### config.mk
export PLATFORM = sky130hd
export DESIGN_NAME = pll_dvfs_seq
export DESIGN_NICKNAME = d
export VERILOG_FILES = /design/src/rtl/pll_dvfs_seq.sv
export SDC_FILE = /design/constraint.sdc
export NUM_CORES = 1
export LEC_CHECK = 0
export CAP_MARGIN = 20
export CORE_ASPECT_RATIO = 0.7
export CORE_UTILIZATION = 43
export DETAILED_ROUTE_END_ITERATION = 10
export DONT_BUFFER_PORTS = 1
export GPL_TIMING_DRIVEN = 0
export HOLD_SLACK_MARGIN = 0.1
export PLACE_DENSITY = 0.71
export REMOVE_ABC_BUFFERS = 1
export SYNTH_ARGS = -nofsm -noshare
export SYNTH_HDL_FRONTEND = slang
export SYNTH_SLANG_ARGS = --single-unit
### constraint.sdc
create_clock -name clk_i -period 3 [get_ports clk_i]
set_input_delay 0.45 -clock clk_i [delete_from_list [all_inputs] [get_ports clk_i]]
set_output_delay 0.45 -clock clk_i [all_outputs]
set_load 0.02 [all_outputs]
### src/rtl/pll_dvfs_seq.sv
// Round-robin DVFS sequencer that runs gate -> program -> relock -> ungate on one core PLL at a time.
// Optional thermal capping of the applied divider is enabled with `define PLL_DVFS_THERMAL_CAP_EN.
module pll_dvfs_seq #(
  parameter int NUM_CORE          = 4,
  parameter int FB_DIV_WIDTH      = 12,
  parameter int TEMP_SENSOR_WIDTH = 10,
  parameter int RESET_FB_DIV      = 64,
  parameter int GATE_CYCLES       = 8,
  parameter int LOCK_TIMEOUT      = 1024,
  parameter int TEMP_LIMIT        = 900,
  parameter int FB_DIV_CAP        = 32
) (
  input  logic                                  clk_i,
  input  logic                                  arst_ni,
  input  logic [NUM_CORE-1:0]                   req_valid_i,
  input  logic [NUM_CORE*FB_DIV_WIDTH-1:0]      req_fb_div_i,
  output logic [NUM_CORE-1:0]                   req_ready_o,
  output logic [NUM_CORE*FB_DIV_WIDTH-1:0]      core_pll_fb_div_o,
  input  logic [NUM_CORE-1:0]                   core_pll_locked_i,
  output logic [NUM_CORE-1:0]                   core_clk_en_o,
  input  logic [NUM_CORE*TEMP_SENSOR_WIDTH-1:0] core_temp_i,
  output logic                                  busy_o,
  output logic                                  done_o,
  output logic [$clog2(NUM_CORE)-1:0]           done_id_o,
  output logic                                  done_err_o
);

  localparam int ID_W        = $clog2(NUM_CORE);
  localparam int CNT_MAX     = (LOCK_TIMEOUT > GATE_CYCLES) ? LOCK_TIMEOUT : GATE_CYCLES;
  localparam int CNT_W       = $clog2(CNT_MAX + 1);
  localparam int LOCK_IGNORE = 4;

  typedef enum logic [2:0] {ST_IDLE, ST_GATE, ST_PROG, ST_LOCK, ST_UNGATE} state_t;

  state_t                  state;
  logic [CNT_W-1:0]        cnt;
  logic [ID_W-1:0]         rr_ptr;
  logic [ID_W-1:0]         cur_id;
  logic [FB_DIV_WIDTH-1:0] cur_fb;
  logic [FB_DIV_WIDTH-1:0] fb_div_q [NUM_CORE];
  logic [FB_DIV_WIDTH-1:0] req_fb   [NUM_CORE];
  logic [NUM_CORE-1:0]     lock_p0, lock_p1;
  logic                    grant_vld;
  logic [ID_W-1:0]         grant_id;
  logic [ID_W-1:0]         scan_id;
  logic [FB_DIV_WIDTH-1:0] grant_fb;

  for (genvar c = 0; c < NUM_CORE; c++) begin : g_core
    assign req_fb[c] = req_fb_div_i[c*FB_DIV_WIDTH +: FB_DIV_WIDTH];
    assign core_pll_fb_div_o[c*FB_DIV_WIDTH +: FB_DIV_WIDTH] = fb_div_q[c];
  end

`ifdef PLL_DVFS_THERMAL_CAP_EN
  logic [TEMP_SENSOR_WIDTH-1:0] temp [NUM_CORE];

  for (genvar c = 0; c < NUM_CORE; c++) begin : g_temp
    assign temp[c] = core_temp_i[c*TEMP_SENSOR_WIDTH +: TEMP_SENSOR_WIDTH];
  end

  function automatic logic [FB_DIV_WIDTH-1:0] cap_fb_div(input logic [FB_DIV_WIDTH-1:0]      req,
                                                        input logic [TEMP_SENSOR_WIDTH-1:0] t);
    if (t >= TEMP_SENSOR_WIDTH'(TEMP_LIMIT) && req > FB_DIV_WIDTH'(FB_DIV_CAP))
      return FB_DIV_WIDTH'(FB_DIV_CAP);
    return req;
  endfunction

  assign grant_fb = cap_fb_div(req_fb[grant_id], temp[grant_id]);
`else
  logic unused_temp;

  assign grant_fb    = req_fb[grant_id];
  assign unused_temp = (^core_temp_i) ^ (TEMP_LIMIT != FB_DIV_CAP);
`endif

  // Round-robin scan from rr_ptr; held off during the done pulse so the next grant lands after it.
  always_comb begin
    grant_vld = 1'b0;
    grant_id  = '0;
    scan_id   = '0;
    if (state == ST_IDLE && !done_o) begin
      for (int i = 0; i < NUM_CORE; i++) begin
        scan_id = ID_W'((int'(rr_ptr) + i) % NUM_CORE);
        if (!grant_vld && req_valid_i[scan_id]) begin
          grant_vld = 1'b1;
          grant_id  = scan_id;
        end
      end
    end
  end

  always_comb begin
    req_ready_o = '0;
    if (grant_vld) req_ready_o[grant_id] = 1'b1;
  end

  assign busy_o = (state != ST_IDLE);

  // Lock synchroniser stage boundary: p0 may go metastable, p1 is the usable level.
  always_ff @(posedge clk_i or negedge arst_ni) begin
    if (!arst_ni) begin
      lock_p0 <= '0;
      lock_p1 <= '0;
    end else begin
      lock_p0 <= core_pll_locked_i;
      lock_p1 <= lock_p0;
    end
  end

  always_ff @(posedge clk_i or negedge arst_ni) begin
    if (!arst_ni) begin
      state         <= ST_IDLE;
      cnt           <= '0;
      rr_ptr        <= '0;
      cur_id        <= '0;
      cur_fb        <= '0;
      done_o        <= 1'b0;
      done_err_o    <= 1'b0;
      done_id_o     <= '0;
      core_clk_en_o <= '1;
      for (int c = 0; c < NUM_CORE; c++) fb_div_q[c] <= FB_DIV_WIDTH'(RESET_FB_DIV);
    end else begin
      done_o     <= 1'b0;
      done_err_o <= 1'b0;
      case (state)
        ST_IDLE: begin
          if (grant_vld) begin
            rr_ptr    <= ID_W'((int'(grant_id) + 1) % NUM_CORE);
            cur_id    <= grant_id;
            cur_fb    <= grant_fb;
            done_id_o <= grant_id;
            cnt       <= '0;
            if (grant_fb == '0) begin
              done_o     <= 1'b1;
              done_err_o <= 1'b1;
            end else if (grant_fb == fb_div_q[grant_id]) begin
              done_o <= 1'b1;
            end else begin
              state                   <= ST_GATE;
              core_clk_en_o[grant_id] <= 1'b0;
            end
          end
        end
        ST_GATE: begin
          if (cnt == CNT_W'(GATE_CYCLES - 1)) begin
            state <= ST_PROG;
            cnt   <= '0;
          end else begin
            cnt <= cnt + 1'b1;
          end
        end
        ST_PROG: begin
          fb_div_q[cur_id] <= cur_fb;
          state            <= ST_LOCK;
          cnt              <= '0;
        end
        ST_LOCK: begin
          cnt <= cnt + 1'b1;
          // Early synced lock samples may still reflect the old frequency, so they are skipped.
          if (cnt >= CNT_W'(LOCK_IGNORE) && lock_p1[cur_id]) begin
            state                 <= ST_UNGATE;
            core_clk_en_o[cur_id] <= 1'b1;
          end else if (cnt == CNT_W'(LOCK_TIMEOUT - 1)) begin
            state      <= ST_IDLE;
            done_o     <= 1'b1;
            done_err_o <= 1'b1;
          end
        end
        ST_UNGATE: begin
          state  <= ST_IDLE;
          done_o <= 1'b1;
        end
        default: state <= ST_IDLE;
      endcase
    end
  end

endmodule

### Yosys cells after proc, flatten, opt, wreduce, memory -nomap -nowiden

Index checks and enable logic that the tools add are counted.

* bits in registers: 92
* logic and storage cells: 131

* add/subtract/negate cells: 5
* $lt $le $gt $ge: 12
* equality and inequality tests: 13
* mux-type cells: 61
* bitwise gates (word level): 5
* reduce and logical (&&, ||, !) cells: 21

Operators with widths (number)
* $mux W12: 5
* $bmux W12 S2: 2
* $bwmux W48: 1
* $pmux W11 S4: 1
* $demux W12 S2: 1
* $mux W1: 22
* $mux W11: 2
* $mux W4: 5
* $lt A2 B3 Y1 const B: 6
* $mux W3: 6
* $eq A12 B12 Y1: 1
* $logic_not A12 Y1: 1
* $pmux W3 S4: 1
* $add A11 B1 Y11 const B: 1
* $eq A11 B10 Y1 const B: 1
* $eq A11 B3 Y1 const B: 1
* $ge A11 B3 Y1 const B: 1
* $bmux W1 S2: 5
* $mux W2: 5
* $ne A2 B2 Y1 const B: 5
* $reduce_and A5 Y1: 2
* $logic_and A1 B1 Y1: 8
* $pmux W4 S2: 1
* $eq A3 B2 Y1 const B: 2
* other kinds (21): 31

### Logic depth before layout (Yosys ltp)

* word-level depth: 26
* depth in mapped cells: 11
* mapped depth without buffers: 9

### Worst setup path after synthesis

No wires, ideal clock.

* path kind: input to output
* from: input port req_valid_i[0]
* to: output port req_ready_o[0]
* arrival: 2.591 ns
* data required time: 2.550 ns
* slack: -0.041 ns
* stages on the path: 9
* cell sequence: or4_1 -> clkbuf_1 -> nand3_2 -> nor3_4 -> inv_2 -> buf_2 -> buf_1 -> ha_1 -> and3_1

* cells in the longest elaborated chain, start to end: 21
* elaborated cells between the ends (all ways): 33
* those cells by class: order compare (2); mux (24); reduce/logical (7)

RTL lines
* start: declaration: line 15 `input logic [NUM_CORE-1:0] req_valid_i,`
* $bmux W1 S2: line 83 `if (!grant_vld && req_valid_i[scan_id]) begin`
* $mux W1 (implied by the code): line 83
* $mux W1: line 83
* $mux W1: line 80 `if (state == ST_IDLE && !done_o) begin`
* $logic_not A1 Y1: line 83
* $logic_and A1 B1 Y1: line 83
* $mux W1: line 83
* $mux W1: line 80
* [6 not listed]
* $mux W2 *: line 83
* $mux W2 *: line 80
* net grant_id[0]: line 44 `logic [ID_W-1:0] grant_id;`
* $lt A2 B3 Y1 (implied by the code) / $ge A2 B1 Y1 (equally long branches): line 93 `if (grant_vld) req_ready_o[grant_id] = 1'b1;`
* $logic_and A1 B1 Y1 (implied by the code): line 93
* $mux W1 (implied by the code): line 93
* $demux W1 S2 *: line 93
* $mux W4 *: line 93
* end: declaration: line 17 `output logic [NUM_CORE-1:0] req_ready_o,`

The timed path passes the listed nets; every way through them passes the cells marked *. The select of a mux whose other input is x is not followed.

### Worst setup path after layout

* from: register rr_ptr[1]
* to: output port req_ready_o[1]

* cells in the longest elaborated chain, start to end: 21
* elaborated cells between the ends (all ways): 36
* those cells by class: add/sub (3); order compare (2); mux (24); reduce/logical (7)

RTL lines
* start: declaration: line 37 `logic [ID_W-1:0] rr_ptr;`
* start signal: assignment: line 127 `rr_ptr <= ID_W'((int'(grant_id) + 1) % NUM_CORE);`
* $bmux W1 S2: line 83
* $mux W1 (implied by the code): line 83
* $mux W1: line 83
* $mux W1: line 80
* $logic_not A1 Y1: line 83
* $logic_and A1 B1 Y1: line 83
* $mux W1: line 83
* $mux W1: line 80
* [5 not listed]
* $logic_and A1 B1 Y1: line 83
* $mux W2: line 83
* $mux W2: line 80
* $lt A2 B3 Y1 (implied by the code) / $ge A2 B1 Y1 (equally long branches): line 93
* $logic_and A1 B1 Y1 (implied by the code): line 93
* $mux W1 (implied by the code): line 93
* $demux W1 S2: line 93
* $mux W4 *: line 93

Mark *: on every way between the ends. The rest lies on a longest branch, timed or not. The select of a mux whose other input is x is not followed.

==> out/metrics.csv <==
stage,metric,value,unit
cts,clock latency of the later-clocked register in the worst-skew pair,0.35,ns
min_path,class of the tightest hold or removal check,in -> reg,
critical_path,library cell appearing most often on the critical path,sky130_fd_sc_hd__nand2b_1,
sta,worst slew slack as a fraction of its limit,0.340,
cts,Clk Tree Root Cell,sky130_fd_sc_hd__clkbuf_16,
synthesis,Yosys cell types,57,
floorplan,die outline area,12300,sq um
flow_run,max-cap violation count,0,
final_layout,share of cells above drive strength 1,0.215,
place,# placed instances,607,
critical_path,Worst EP required,2.55,ns
synthesis,top cell type by total area after synthesis,sky130_fd_sc_hd__dfrtp_1,
global_routing,Congestion Overflow GR,0,
floorplan,Rows,32,
synthesis,part of the Yosys area used for sequential elements,0.455,
power_and_ir_drop,peak supply drop,272,uV
floorplan,die span in x,132,um
cts,CTS H-tree depth,3,
run_status,outcome,"finished, final reports clean",
sta,Least-Margin Pin Slew,0.988,ns
floorplan,number of top-level pins,159,
synthesis,"EDFF count, synth",0,
global_routing,largest net degree at the start of global routing,93,
final_layout,Layout Nets,577,
synthesis,cell area after synthesis,5080,sq um
sta,clock skew,0.00349,ns
critical_path,crit-path max FO,20,
final_layout,final core utilization,0.504,
place,Final GP Congestion,0.870,
global_routing,number of global-route vias before repair,3691,
final_layout,"commonest non-fill, non-tap cell in the layout",sky130_fd_sc_hd__dfrtp_1,
drt,via density per instance,5.96,
final_layout,most frequent cells in the layout,"82 x sky130_fd_sc_hd__dfrtp_1, 55 x sky130_fd_sc_hd__nand2_1, 53 x sky130_fd_sc_hd__mux2_2",
sta,pins over their slew limit,0,
place,count of buffers from port buffering,0,
drt,number of iterations in the first detailed-routing pass,6,
floorplan,core box area,11300,sq um
critical_path,type of element launching the critical path,flop,
sta,period utilisation layout,0.957,
final_layout,Layout Cells excl Fill,631,
drt,post-DR wirelength/cell,21.8,um
synthesis,main area contributors after synthesis,"sky130_fd_sc_hd__dfrtp_1 41%, sky130_fd_sc_hd__mux2_2 12%, sky130_fd_sc_hd__xnor2_1 6.9%",
drt,Via Count,3760,
global_routing,Global Route Usage Sum,0.233,
drt,final WL,13.8,mm
critical_path,CP Class,reg -> out,
synthesis,post-synthesis cell count,472,
synthesis,synthesis-stage register bit count,92,
synthesis,Main synth FF type,sky130_fd_sc_hd__dfrtp_1,
final_layout,layout overhead on the synthesized area,11.5,%
cts,number of clock buffers inserted by TritonCTS,9,
sta,achievable frequency,348,MHz
sta,worst-case hold slack,0.129,ns
synthesis,synthesized area divided by synthesized cell count,10.8,sq um
drt,antenna-violating nets left,0,
sta,time the worst path needs with I/O delays and setup,2.87,ns
critical_path,Critical Path End Type,primary output,
power_and_ir_drop,Leak,2.51,nW
critical_path,Worst Path Arrival,2.42,ns
synthesis,portion of synthesized cell area occupied by the leading cell type,0.414,
cts,clock sink count,92,
drt,drt first-iter violations,288,
critical_path,CP max stage cell,sky130_fd_sc_hd__dfrtp_1,
place,hpwl dp,9.90,mm
sta,final-report hold violation count,0,
critical_path,cells along the critical path,nand2b_1 -> o22ai_1 -> nand2b_1 -> a21oi_4 -> buf_8 -> clkinvlp_4 -> ha_1 -> and3_1,
final_layout,number of filler cells placed in the layout,961,
sta,RSZ-0062 raised after global routing,yes,
synthesis,fraction of registers with async set/reset,1.00,
floorplan,effective utilization at floorplan,0.452,
global_routing,initial antenna violation count,0,
cts,clock tree from TritonCTS,built,
power_and_ir_drop,Pwr per Cell Area,438,nW/um^2
synthesis,Yosys warning count,0,
drt,DRC,0,
global_routing,wire length of the first global-routing pass,21.3,mm
cts,clock edge transition at the registers on the reported setup and hold paths,0.06,ns
cts,maximum buffer depth of the clock tree,2,
critical_path,crit-path max cell delay,0.45,ns
final_layout,ant diodes,0,
sta,final setup fails,0,
floorplan,height of the chip,92.9,um
## metrics by stage
| step | power, mW | cell area, sq um | TNS, ns | setup WS, ns |
|---|---|---|---|---|
| floorplan | 1.34 | 5000 | -4.13 | -0.544 |
| global placement | 1.35 | 5190 | -27.18 | -2.11 |
| detailed placement | 1.35 | 5210 | -7.60 | -1.11 |
| CTS | 2.51 | 5570 | 0 | 0.00142 |
| global route | 2.57 | 5670 | -0.0364 | -0.0204 |
| finish | 2.48 | 5670 | 0 | 0.130 |
## worst max-delay path, delay by kind of cell, from the launching register on
kind | cells | cell delay [ns]
AND/OR/NAND/NOR | 3 | 0.58
flip-flops | 1 | 0.45
AO/OA/AOI/OAI | 2 | 0.43
buffers and inverters | 2 | 0.39
adder cells (fa/ha/maj) | 1 | 0.21
## final timing paths
path / start / end / slack, ns / depth (start not counted)
min reg2reg: lock_p0[0]$_DFF_PN0_ / lock_p1[0]$_DFF_PN0_ / 0.35 / 0
max: rr_ptr[1]$_DFFE_PN0P_ / req_ready_o[1] / 0.13 / 8
min in group asynchronous: arst_ni / cnt[5]$_DFFE_PN0P_ / 0.70 / 2
max reg2reg: state[1]$_DFFE_PN0P_ / state[0]$_DFFE_PN0P_ / 0.13 / 10
min: core_pll_locked_i[0] / lock_p0[0]$_DFF_PN0_ / 0.13 / 0
max in group asynchronous: arst_ni / core_pll_fb_div_o[20]$_DFFE_PN0P_ / 1.95 / 2
## synthesized netlist by cell type, types with 4 or more instances
master and instances:
sky130_fd_sc_hd__xor2_1 9, sky130_fd_sc_hd__xnor2_1 40, sky130_fd_sc_hd__clkbuf_1 11, sky130_fd_sc_hd__dfrtp_1 84
sky130_fd_sc_hd__nor4_1 4, sky130_fd_sc_hd__inv_1 6, sky130_fd_sc_hd__nand4_1 16, sky130_fd_sc_hd__a21oi_1 9
sky130_fd_sc_hd__and3_1 12, sky130_fd_sc_hd__o21ai_1 6, sky130_fd_sc_hd__o31ai_1 5, sky130_fd_sc_hd__nand2_1 55
sky130_fd_sc_hd__o22a_1 4, sky130_fd_sc_hd__ha_1 6, sky130_fd_sc_hd__buf_1 5, sky130_fd_sc_hd__nor3_1 6
sky130_fd_sc_hd__o21ai_0 29, sky130_fd_sc_hd__nor2_1 17, sky130_fd_sc_hd__mux2i_1 23, sky130_fd_sc_hd__and2_1 4
sky130_fd_sc_hd__dfstp_2 8, sky130_fd_sc_hd__nand3_1 4, sky130_fd_sc_hd__a22o_1 4, sky130_fd_sc_hd__nand2b_1 5
sky130_fd_sc_hd__nand3b_1 4, sky130_fd_sc_hd__mux2_2 53
## registers in the layout (all words and copies together) (netlist names), 2 cells and up
register,cells
core_pll_fb_div_o,48
cur_fb,12
cnt,11
core_clk_en_o,4
lock_p0,4
lock_p1,4
state,3
cur_id,2
rr_ptr,2
## routing by layer
layer,wire length (um),vias up,share of wire,track usage
met3,1510,19,0.11,0.111
met4,198,0,0.014,0.0785
met2,5900,149,0.43,0.330
met1,6180,1885,0.45,0.309
li1,-,1707,-,-
met5,0,-,0,0
## what timing repair did
item / CTS / global route
buffers inserted: 4 / 2
hold endpoints to repair: 92 / 0
pin swaps: 3 / 2
endpoints found under the setup margin: 10 / 17
resized for setup: 2 / 18
hold buffers: 2 / 0
## cell families after synthesis
| kind of cell | share of synthesized area |
|---|---|
| AND/OR/NAND/NOR | 0.152 |
| flip-flops | 0.455 |
| XOR/XNOR | 0.0845 |
| AO/OA/AOI/OAI | 0.0978 |
| adder cells (fa/ha/maj) | 0.0148 |
| multiplexers | 0.174 |
| buffers and inverters | 0.0217 |
## final cells by class
type                    count  area, sq um  area share
clock inverters             6         65.1      0.0115
flip-flops and latches     92         2310       0.409
repair buffers              9         97.6      0.0172
clock buffers              10          229      0.0404
multi-input cells         354         2710       0.479
well taps                 153          191      0.0338
inverters                   7         56.3     0.00994
## where the power goes
| group | switching [mW] | internal [mW] | leakage (nW) |
|---|---|---|---|
| clock network | 0.474 | 0.645 | 0.142 |
| registers | 0.00120 | 1.25 | 1.20 |
| logic | 0.0639 | 0.0506 | 1.16 |
| total | 0.539 | 1.94 | 2.51 |
Power figures use the tool's default switching activity.
